[src/rtl/riscv_mmio_pkg.sv]
// riscv_mmio_pkg: shared MMIO window, register map, STATUS layout and UART FSM states.
package riscv_mmio_pkg;

    localparam logic [31:0] MMIO_BASE = 32'h0010_0000;

    localparam logic [1:0] REG_TXDATA  = 2'd0;
    localparam logic [1:0] REG_STATUS  = 2'd1;
    localparam logic [1:0] REG_BAUDDIV = 2'd2;

    localparam int ST_FULL    = 0;
    localparam int ST_EMPTY   = 1;
    localparam int ST_BUSY    = 2;
    localparam int ST_OVF     = 3;
    localparam int ST_CNT_LSB = 4;
    localparam int ST_CNT_W   = 5;

    typedef enum logic [1:0] {
        S_IDLE  = 2'd0,
        S_START = 2'd1,
        S_DATA  = 2'd2,
        S_STOP  = 2'd3
    } tx_state_e;

    // A divisor of 0 behaves like 1; the bit timer counts down from N-1.
    function automatic logic [15:0] bit_period_m1(input logic [15:0] div);
        return (div == 16'd0) ? 16'd0 : div - 16'd1;
    endfunction

endpackage

[src/rtl/sync_fifo.sv]
// sync_fifo: single-clock FIFO; pushes while full and pops while empty are ignored.
module sync_fifo #(
    parameter int WIDTH = 8,
    parameter int DEPTH = 16
) (
    input  logic                     clk_i,
    input  logic                     rst_i,
    input  logic                     push_i,
    input  logic                     pop_i,
    input  logic [WIDTH-1:0]         din_i,
    output logic [WIDTH-1:0]         dout_o,
    output logic                     full_o,
    output logic                     empty_o,
    output logic [$clog2(DEPTH):0]   count_o
);

    localparam int AW = $clog2(DEPTH);

    logic [WIDTH-1:0] mem_q [DEPTH];
    logic [AW-1:0]    wp_q, rp_q;
    logic [AW:0]      cnt_q;
    logic             do_push, do_pop;

    assign full_o  = (cnt_q == (AW+1)'(DEPTH));
    assign empty_o = (cnt_q == '0);
    assign count_o = cnt_q;
    assign dout_o  = mem_q[rp_q];
    assign do_push = push_i && !full_o;
    assign do_pop  = pop_i && !empty_o;

    always_ff @(posedge clk_i) begin
        if (do_push) mem_q[wp_q] <= din_i;
    end

    always_ff @(posedge clk_i) begin
        if (rst_i) begin
            wp_q  <= '0;
            rp_q  <= '0;
            cnt_q <= '0;
        end else begin
            if (do_push) wp_q <= wp_q + 1'b1;
            if (do_pop) rp_q <= rp_q + 1'b1;
            cnt_q <= cnt_q + (AW+1)'(do_push) - (AW+1)'(do_pop);
        end
    end

endmodule

[src/rtl/mmio_uart_tx.sv]
// mmio_uart_tx: memory-mapped 8N1 console transmitter with TX FIFO, STATUS and BAUDDIV registers.
module mmio_uart_tx
    import riscv_mmio_pkg::*;
#(
    parameter logic [31:0] BASE_ADDR   = MMIO_BASE,
    parameter int          FIFO_DEPTH  = 16,
    parameter logic [15:0] DEFAULT_DIV = 16'd868
) (
    input  logic        CLK,
    input  logic        RST,
    input  logic [29:0] MADDR,
    input  logic [31:0] MDATAO,
    input  logic [3:0]  MWSTB,
    input  logic        MWE,
    input  logic        MRE,
    output logic [31:0] MDATAI,
    output logic        HIT,
    output logic        TXD,
    output logic        BUSY
);

    localparam int CW = $clog2(FIFO_DEPTH) + 1;

    logic        hit, wr, push, pop, ovf_clr;
    logic [1:0]  idx;
    logic        fifo_full, fifo_empty;
    logic [7:0]  fifo_dout;
    logic [CW-1:0] fifo_cnt;
    logic [31:0] status, rd_mux;
    logic [15:0] n_m1, div_d;
    logic        unused_ok;

    logic        ovf_q, hit_q, txd_q;
    logic [31:0] rdata_q;
    logic [15:0] div_q, cnt_q;
    logic [7:0]  shift_q;
    logic [2:0]  bit_q;
    tx_state_e   state_q;

    assign hit     = (MADDR[29:2] == BASE_ADDR[31:4]);
    assign idx     = MADDR[1:0];
    assign wr      = MWE && hit;
    assign push    = wr && (idx == REG_TXDATA) && MWSTB[0];
    assign ovf_clr = wr && (idx == REG_STATUS) && MWSTB[0] && MDATAO[ST_OVF];
    assign n_m1    = bit_period_m1(div_q);
    assign pop     = !fifo_empty && ((state_q == S_IDLE) || (state_q == S_STOP && cnt_q == 16'd0));
    assign unused_ok = ^{MDATAO[31:16], MWSTB[3:2]};

    assign div_d = (wr && idx == REG_BAUDDIV) ?
                   {MWSTB[1] ? MDATAO[15:8] : div_q[15:8], MWSTB[0] ? MDATAO[7:0] : div_q[7:0]} : div_q;

    always_comb begin
        status = '0;
        status[ST_FULL]  = fifo_full;
        status[ST_EMPTY] = fifo_empty;
        status[ST_BUSY]  = (state_q != S_IDLE);
        status[ST_OVF]   = ovf_q;
        status[ST_CNT_LSB +: ST_CNT_W] = ST_CNT_W'(fifo_cnt);
    end

    assign rd_mux = (idx == REG_STATUS)  ? status :
                    (idx == REG_BAUDDIV) ? {16'd0, div_q} : 32'd0;

    sync_fifo #(.WIDTH(8), .DEPTH(FIFO_DEPTH)) u_fifo (
        .clk_i   (CLK),
        .rst_i   (RST),
        .push_i  (push),
        .pop_i   (pop),
        .din_i   (MDATAO[7:0]),
        .dout_o  (fifo_dout),
        .full_o  (fifo_full),
        .empty_o (fifo_empty),
        .count_o (fifo_cnt)
    );

    always_ff @(posedge CLK) begin
        if (RST) begin
            ovf_q   <= 1'b0;
            div_q   <= DEFAULT_DIV;
            hit_q   <= 1'b0;
            rdata_q <= '0;
        end else begin
            ovf_q   <= (push && fifo_full) || (ovf_q && !ovf_clr);
            div_q   <= div_d;
            hit_q   <= hit && (MRE || MWE);
            rdata_q <= (MRE && hit) ? rd_mux : 32'd0;
        end
    end

    // TXD is re-registered from the state, so the line lags the FSM by one clock.
    always_ff @(posedge CLK) begin
        if (RST) begin
            state_q <= S_IDLE;
            txd_q   <= 1'b1;
            cnt_q   <= '0;
            bit_q   <= '0;
            shift_q <= '0;
        end else begin
            txd_q <= (state_q == S_START) ? 1'b0 : (state_q == S_DATA) ? shift_q[0] : 1'b1;
            case (state_q)
                S_IDLE: begin
                    if (!fifo_empty) begin
                        shift_q <= fifo_dout;
                        cnt_q   <= n_m1;
                        bit_q   <= '0;
                        state_q <= S_START;
                    end
                end
                S_START: begin
                    if (cnt_q == 16'd0) begin
                        cnt_q   <= n_m1;
                        state_q <= S_DATA;
                    end else begin
                        cnt_q <= cnt_q - 16'd1;
                    end
                end
                S_DATA: begin
                    if (cnt_q == 16'd0) begin
                        cnt_q   <= n_m1;
                        shift_q <= shift_q >> 1;
                        bit_q   <= bit_q + 3'd1;
                        if (bit_q == 3'd7) state_q <= S_STOP;
                    end else begin
                        cnt_q <= cnt_q - 16'd1;
                    end
                end
                default: begin
                    if (cnt_q == 16'd0) begin
                        if (!fifo_empty) begin
                            shift_q <= fifo_dout;
                            cnt_q   <= n_m1;
                            bit_q   <= '0;
                            state_q <= S_START;
                        end else begin
                            state_q <= S_IDLE;
                        end
                    end else begin
                        cnt_q <= cnt_q - 16'd1;
                    end
                end
            endcase
        end
    end

    assign MDATAI = rdata_q;
    assign HIT    = hit_q;
    assign TXD    = txd_q;
    assign BUSY   = (state_q != S_IDLE);

endmodule
[config.mk]
export PLATFORM = sky130hd
export DESIGN_NAME = mmio_uart_tx
export DESIGN_NICKNAME = d
export VERILOG_FILES = /design/src/rtl/riscv_mmio_pkg.sv /design/src/rtl/sync_fifo.sv /design/src/rtl/mmio_uart_tx.sv
export SDC_FILE = /design/constraint.sdc
export NUM_CORES = 1
export LEC_CHECK = 0
export CAP_MARGIN = 40
export CELL_PAD_IN_SITES_DETAIL_PLACEMENT = 0
export CELL_PAD_IN_SITES_GLOBAL_PLACEMENT = 2
export CORE_MARGIN = 2
export CORE_UTILIZATION = 35
export CTS_CLUSTER_DIAMETER = 80
export DETAILED_ROUTE_END_ITERATION = 12
export PLACE_DENSITY = 0.8
export SETUP_SLACK_MARGIN = 0.5
export SYNTH_ARGS = -nofsm -noshare
export SYNTH_HDL_FRONTEND = slang
export SYNTH_SLANG_ARGS = --single-unit
[constraint.sdc]
create_clock -name CLK -period 3 [get_ports CLK]
set_input_delay 0.6 -clock CLK [delete_from_list [all_inputs] [get_ports CLK]]
set_output_delay 0.6 -clock CLK [all_outputs]
set_load 0.01 [all_outputs]
==> summary.md <==
| Metric | Value |
|---|---|
| Reg2reg end | `u_fifo.count_o[4]` |
| Worst-path fanout max | `2` |
| DR vias/cell | `5.25` |
| Bufs on Longest Clock Path | `3` |
| Placed Area | `~12000 sq um` |
| Seq/Total Area, Yosys | `0.551` |
| Syn. warnings | `0` |
| Comb pwr share | `0.417` |
| Cell area after layout | `roughly 13000 sq um` |
| Synth Area per Inst | `around 12 sq um` |
| Worst EP required | `3460 ps` |
| Sw frac | `0.348` |
| DIE HEIGHT | `about 170 um` |
| Pwr/cell area | `~850 nW/um^2` |
| GRT met3 Usage | `0.0266` |
| Total GRT Usage | `0.171` |
| Max IR drop VDD | `around 0.48 mV` |
| Worst-path clk slew | `60 ps` |
| CTS Sinks | `about 210` |
| WL/cell | `18.8 um` |
| Worst Max-Slew Pin Slew | `between 700 and 800 ps` |
| Overflow after GRT | `0` |
| Largest net degree at the start of global routing | `35` |
| Final min period | `between 2000 and 3000 ps` |
| Grt peak-use layer | `met2` |
| Total power | `~11 mW` |
| CTS Buf Count | `24` |
| Hold depth | `2` |
| WP buf/inv | `4` |
| Flops & latches, synth | `roughly 210` |
| Worst reg2reg startpoint | `cnt_q[1]` |
| Post-synth ARST share | `0` |
| Critical path's top delay family | `simple AND/OR/NAND/NOR gates` |
| CTS tree | `done` |
| CP max stage delay | `roughly 360 ps` |
| Sequential share of power | `0.324` |
| H-tree levels | `1` |
| CP Capture Type | `flop` |
| Int Power | `approximately 7.1 mW` |
| Pleak | `about 4.4 nW` |
| Main flop type after synthesis | `edfxtp_1` |
| CTS Hold Bufs | `0` |
| # fillers | `around 2500` |
| Hold Path Class | `input pin to flop` |
| Core ar. | `27900 sq um` |
| CP most frequent cell | `inv_2` |
| Final setup fails | `0` |
| Reg2Reg Depth | `16` |
| DRC errors left | `0` |
| Max Cap Viol | `0` |
| Die Wd | `about 170 um` |
| Row count | `61` |
| PortBufs | `70` |
| Clk_skew | `~16 ps` |
| Worst path cell trace | `inv_2 -> ha_4 -> nor4b_4 -> and4_4 -> a21oi_4 -> nor2_4 -> ha_4 -> inv_2 -> ha_4 -> inv_2 -> fa_2 -> inv_2 -> a21oi_2 -> nor2_2 -> or3_4 -> a21oi_2` |
| Outcome | `finished clean` |
| IO Count | `105` |
| DRT Wirelength | `~25000 um` |
| Critical Path AT | `between 3000 and 4000 ps` |
| Yosys cell types | `76` |
| Antenna viol nets, final | `0` |
| Slew headroom | `0.487` |
| Initial Util | `0.356` |
| Hold Startpoint | `RST` |
| Initial antenna violation count | `0` |
| Total net switching power | `3.77 mW` |
| Final hold violations | `0` |
| Post-synthesis cell area | `around 9900 sq um` |
| Clock root cell | `clkbuf_16` |
| Period utilisation layout | `0.890` |
| First DRT Iteration DRCs | `between 400 and 500` |
| Share of cells above drive strength 1 | `0.261` |
| P&R area growth vs syn | `28.7%` |
| GP Congestion | `0.779` |
| Die ar. | `29700 sq um` |
| Clock power frac | `0.259` |
| Critical path type | `flop to flop` |
| Diodes inserted | `0` |
| Hold EP | `u_fifo.wp_q[2]` |
| Dpl hpwl | `17200 um` |
| Worst-Skew Late Latency | `540 ps` |
| EDFF count, synth | `between 100 and 150` |
| RSZ-0062 raised after global routing | `true` |
| Max Freq | `~0.37 GHz` |
| Worst path slowest cell | `or3_4` |
| GR Layer Usage met2 | `0.284` |
| Met1 Use GR | `0.233` |
| Final net count | `between 1000 and 1500` |
| Max Slew Vio Count | `0` |
| Number of global-route vias before repair | `6898` |
| CP startpoint kind | `flop` |
| Vias post-DR | `6908` |
| Hold_ws | `460 ps` |
| DR pass1 iterations | `4` |
| Global-route wire length before repair | `around 39000 um` |
| Worst reg2reg setup slack | `about 330 ps` |
| Synth Instances | `797` |
## what timing repair did
action / 4_1_cts / 5_1_grt
pin swaps: 6 / 17
endpoints found under the setup margin: 15 / 156
resized for setup: 22 / 54
gates cloned: 0 / 0
setup buffers: 7 / 9
## final cells by class
cell class / count / area, sq um / area share
Clock inverter: 11 / 129 / 0.0101
Clock buffer: 29 / 639 / 0.0501
Multi-Input combinational cell: 516 / 4430 / 0.347
Timing Repair Buffer: 154 / 1560 / 0.122
Inverter: 19 / 75.1 / 0.00588
Tap cell: 378 / 473 / 0.0370
Sequential cell: 209 / 5470 / 0.428
## cell usage after synthesis (6+ instances only)
master	count	area share
mux4_2	40	0.091
nor4_1	13	0.0082
mux2i_1	29	0.029
a211oi_1	7	0.0053
and2_1	8	0.0050
ha_1	21	0.026
nor3_1	21	0.011
nand4_1	9	0.0057
nor2_1	75	0.028
buf_6	6	0.0068
edfxtp_1	128	0.39
clkbuf_1	22	0.0083
inv_1	18	0.0068
buf_1	6	0.0023
dfxtp_1	81	0.16
a21oi_1	32	0.016
xor2_1	14	0.012
buf_2	13	0.0066
a221oi_1	12	0.011
xnor2_1	11	0.0097
nand2_1	49	0.019
o21ai_0	30	0.015
a31oi_1	6	0.0038
buf_4	20	0.015
a22o_1	9	0.0079
or3_1	9	0.0057
nand3_1	12	0.0061
## registers in the layout, indices dropped and copies added, names as in the netlist, named ones only
| register | flops |
|---|---|
| u_fifo.mem_q | 128 |
| div_q | 16 |
| u_fifo.count_o | 5 |
| MDATAI | 16 |
| cnt_q | 16 |
| bit_q | 3 |
| TXD | 1 |
| shift_q | 8 |
| u_fifo.wp_q | 4 |
| HIT | 1 |
| u_fifo.rp_q | 4 |
| state_q | 2 |
| ovf_q | 1 |
## power by group through the flow
stage	Sequential, mW	Clock, mW	Combinational, mW
2_1_floorplan	3.46	0	2.94
3_3_place_gp	3.55	0	4.09
3_5_place_dp	3.55	0	4.09
4_1_cts	3.50	2.86	4.38
5_1_grt	3.54	2.98	4.96
6_report	3.51	2.80	4.51
## through the flow
stage,utilization,instances,setup slack (ps),TNS [ps]
after detailed placement,0.415,1260,-16.0,-16.0
after global placement,0.415,1260,-16.2,-16.2
after CTS,0.448,1307,336,0
after floorplan,-,812,273,0
after global routing,0.459,1316,213,0
final,0.459,1316,330,0
## logic make-up after synthesis
group | Yosys count | synth area share
AOI/OAI and AO/OA | 139 | 0.0972
xor gates and xnor gates | 25 | 0.0221
adders and majority gates | 22 | 0.0285
buffers and inverters | 87 | 0.0470
DFF | 209 | 0.551
muxes | 74 | 0.126
other | 1 | 0.000378
and+or+nand+nor | 240 | 0.129
## routing by layer
| metal | share of wire | vias to the layer above | wire length [um] |
|---|---|---|---|
| met5 | 0 | - | 0 |
| met4 | 0.020 | 0 | 489 |
| met3 | 0.056 | 44 | 1380 |
| met2 | 0.48 | 203 | 12000 |
| met1 | 0.44 | 3399 | 10900 |
| li1 | - | 3262 | - |
## worst max path at each step
stage	endpoint	startpoint	cells past startpoint	slack, ps
3_5_place_dp	u_fifo.count_o[4]	MADDR[21]	12	-20
3_3_place_gp	u_fifo.count_o[4]	MADDR[17]	12	-20
4_1_cts	u_fifo.count_o[4]	cnt_q[1]	16	340
2_1_floorplan	u_fifo.count_o[4]	cnt_q[3]	16	270
5_1_grt	u_fifo.count_o[4]	cnt_q[1]	16	210
6_report	u_fifo.count_o[4]	cnt_q[1]	16	330
## cell usage in the layout, fill, tap and decap left out, types with 5 or more instances in the layout
cell type        synthesis  layout
a211oi_1                 7       7
a21oi_1                 32      28
a221oi_1                12      12
a22o_1                   9       9
a31oi_1                  6       6
and2_1                   8       8
buf_12                   0      17
buf_4                   20      62
buf_6                    6       5
clkbuf_16                0      24
clkdlybuf4s50_1          0      68
conb_1                   1      16
dfxtp_1                 81      75
dfxtp_2                  0       6
edfxtp_1               128     128
ha_1                    21      16
inv_1                   18      10
inv_2                    0       8
mux2i_1                 29      29
mux4_2                  40      40
nand2_1                 49      45
nand2b_1                 5       5
nand3_1                 12      12
nand4_1                  9       9
nor2_1                  75      61
nor2_4                   0      13
nor3_1                  21      15
nor4_1                  13      12
o21ai_0                 30      28
or3_1                    9       7
xnor2_1                 11      11
xor2_1                  14      14
No activity file was read; power rests on OpenSTA's default activity.
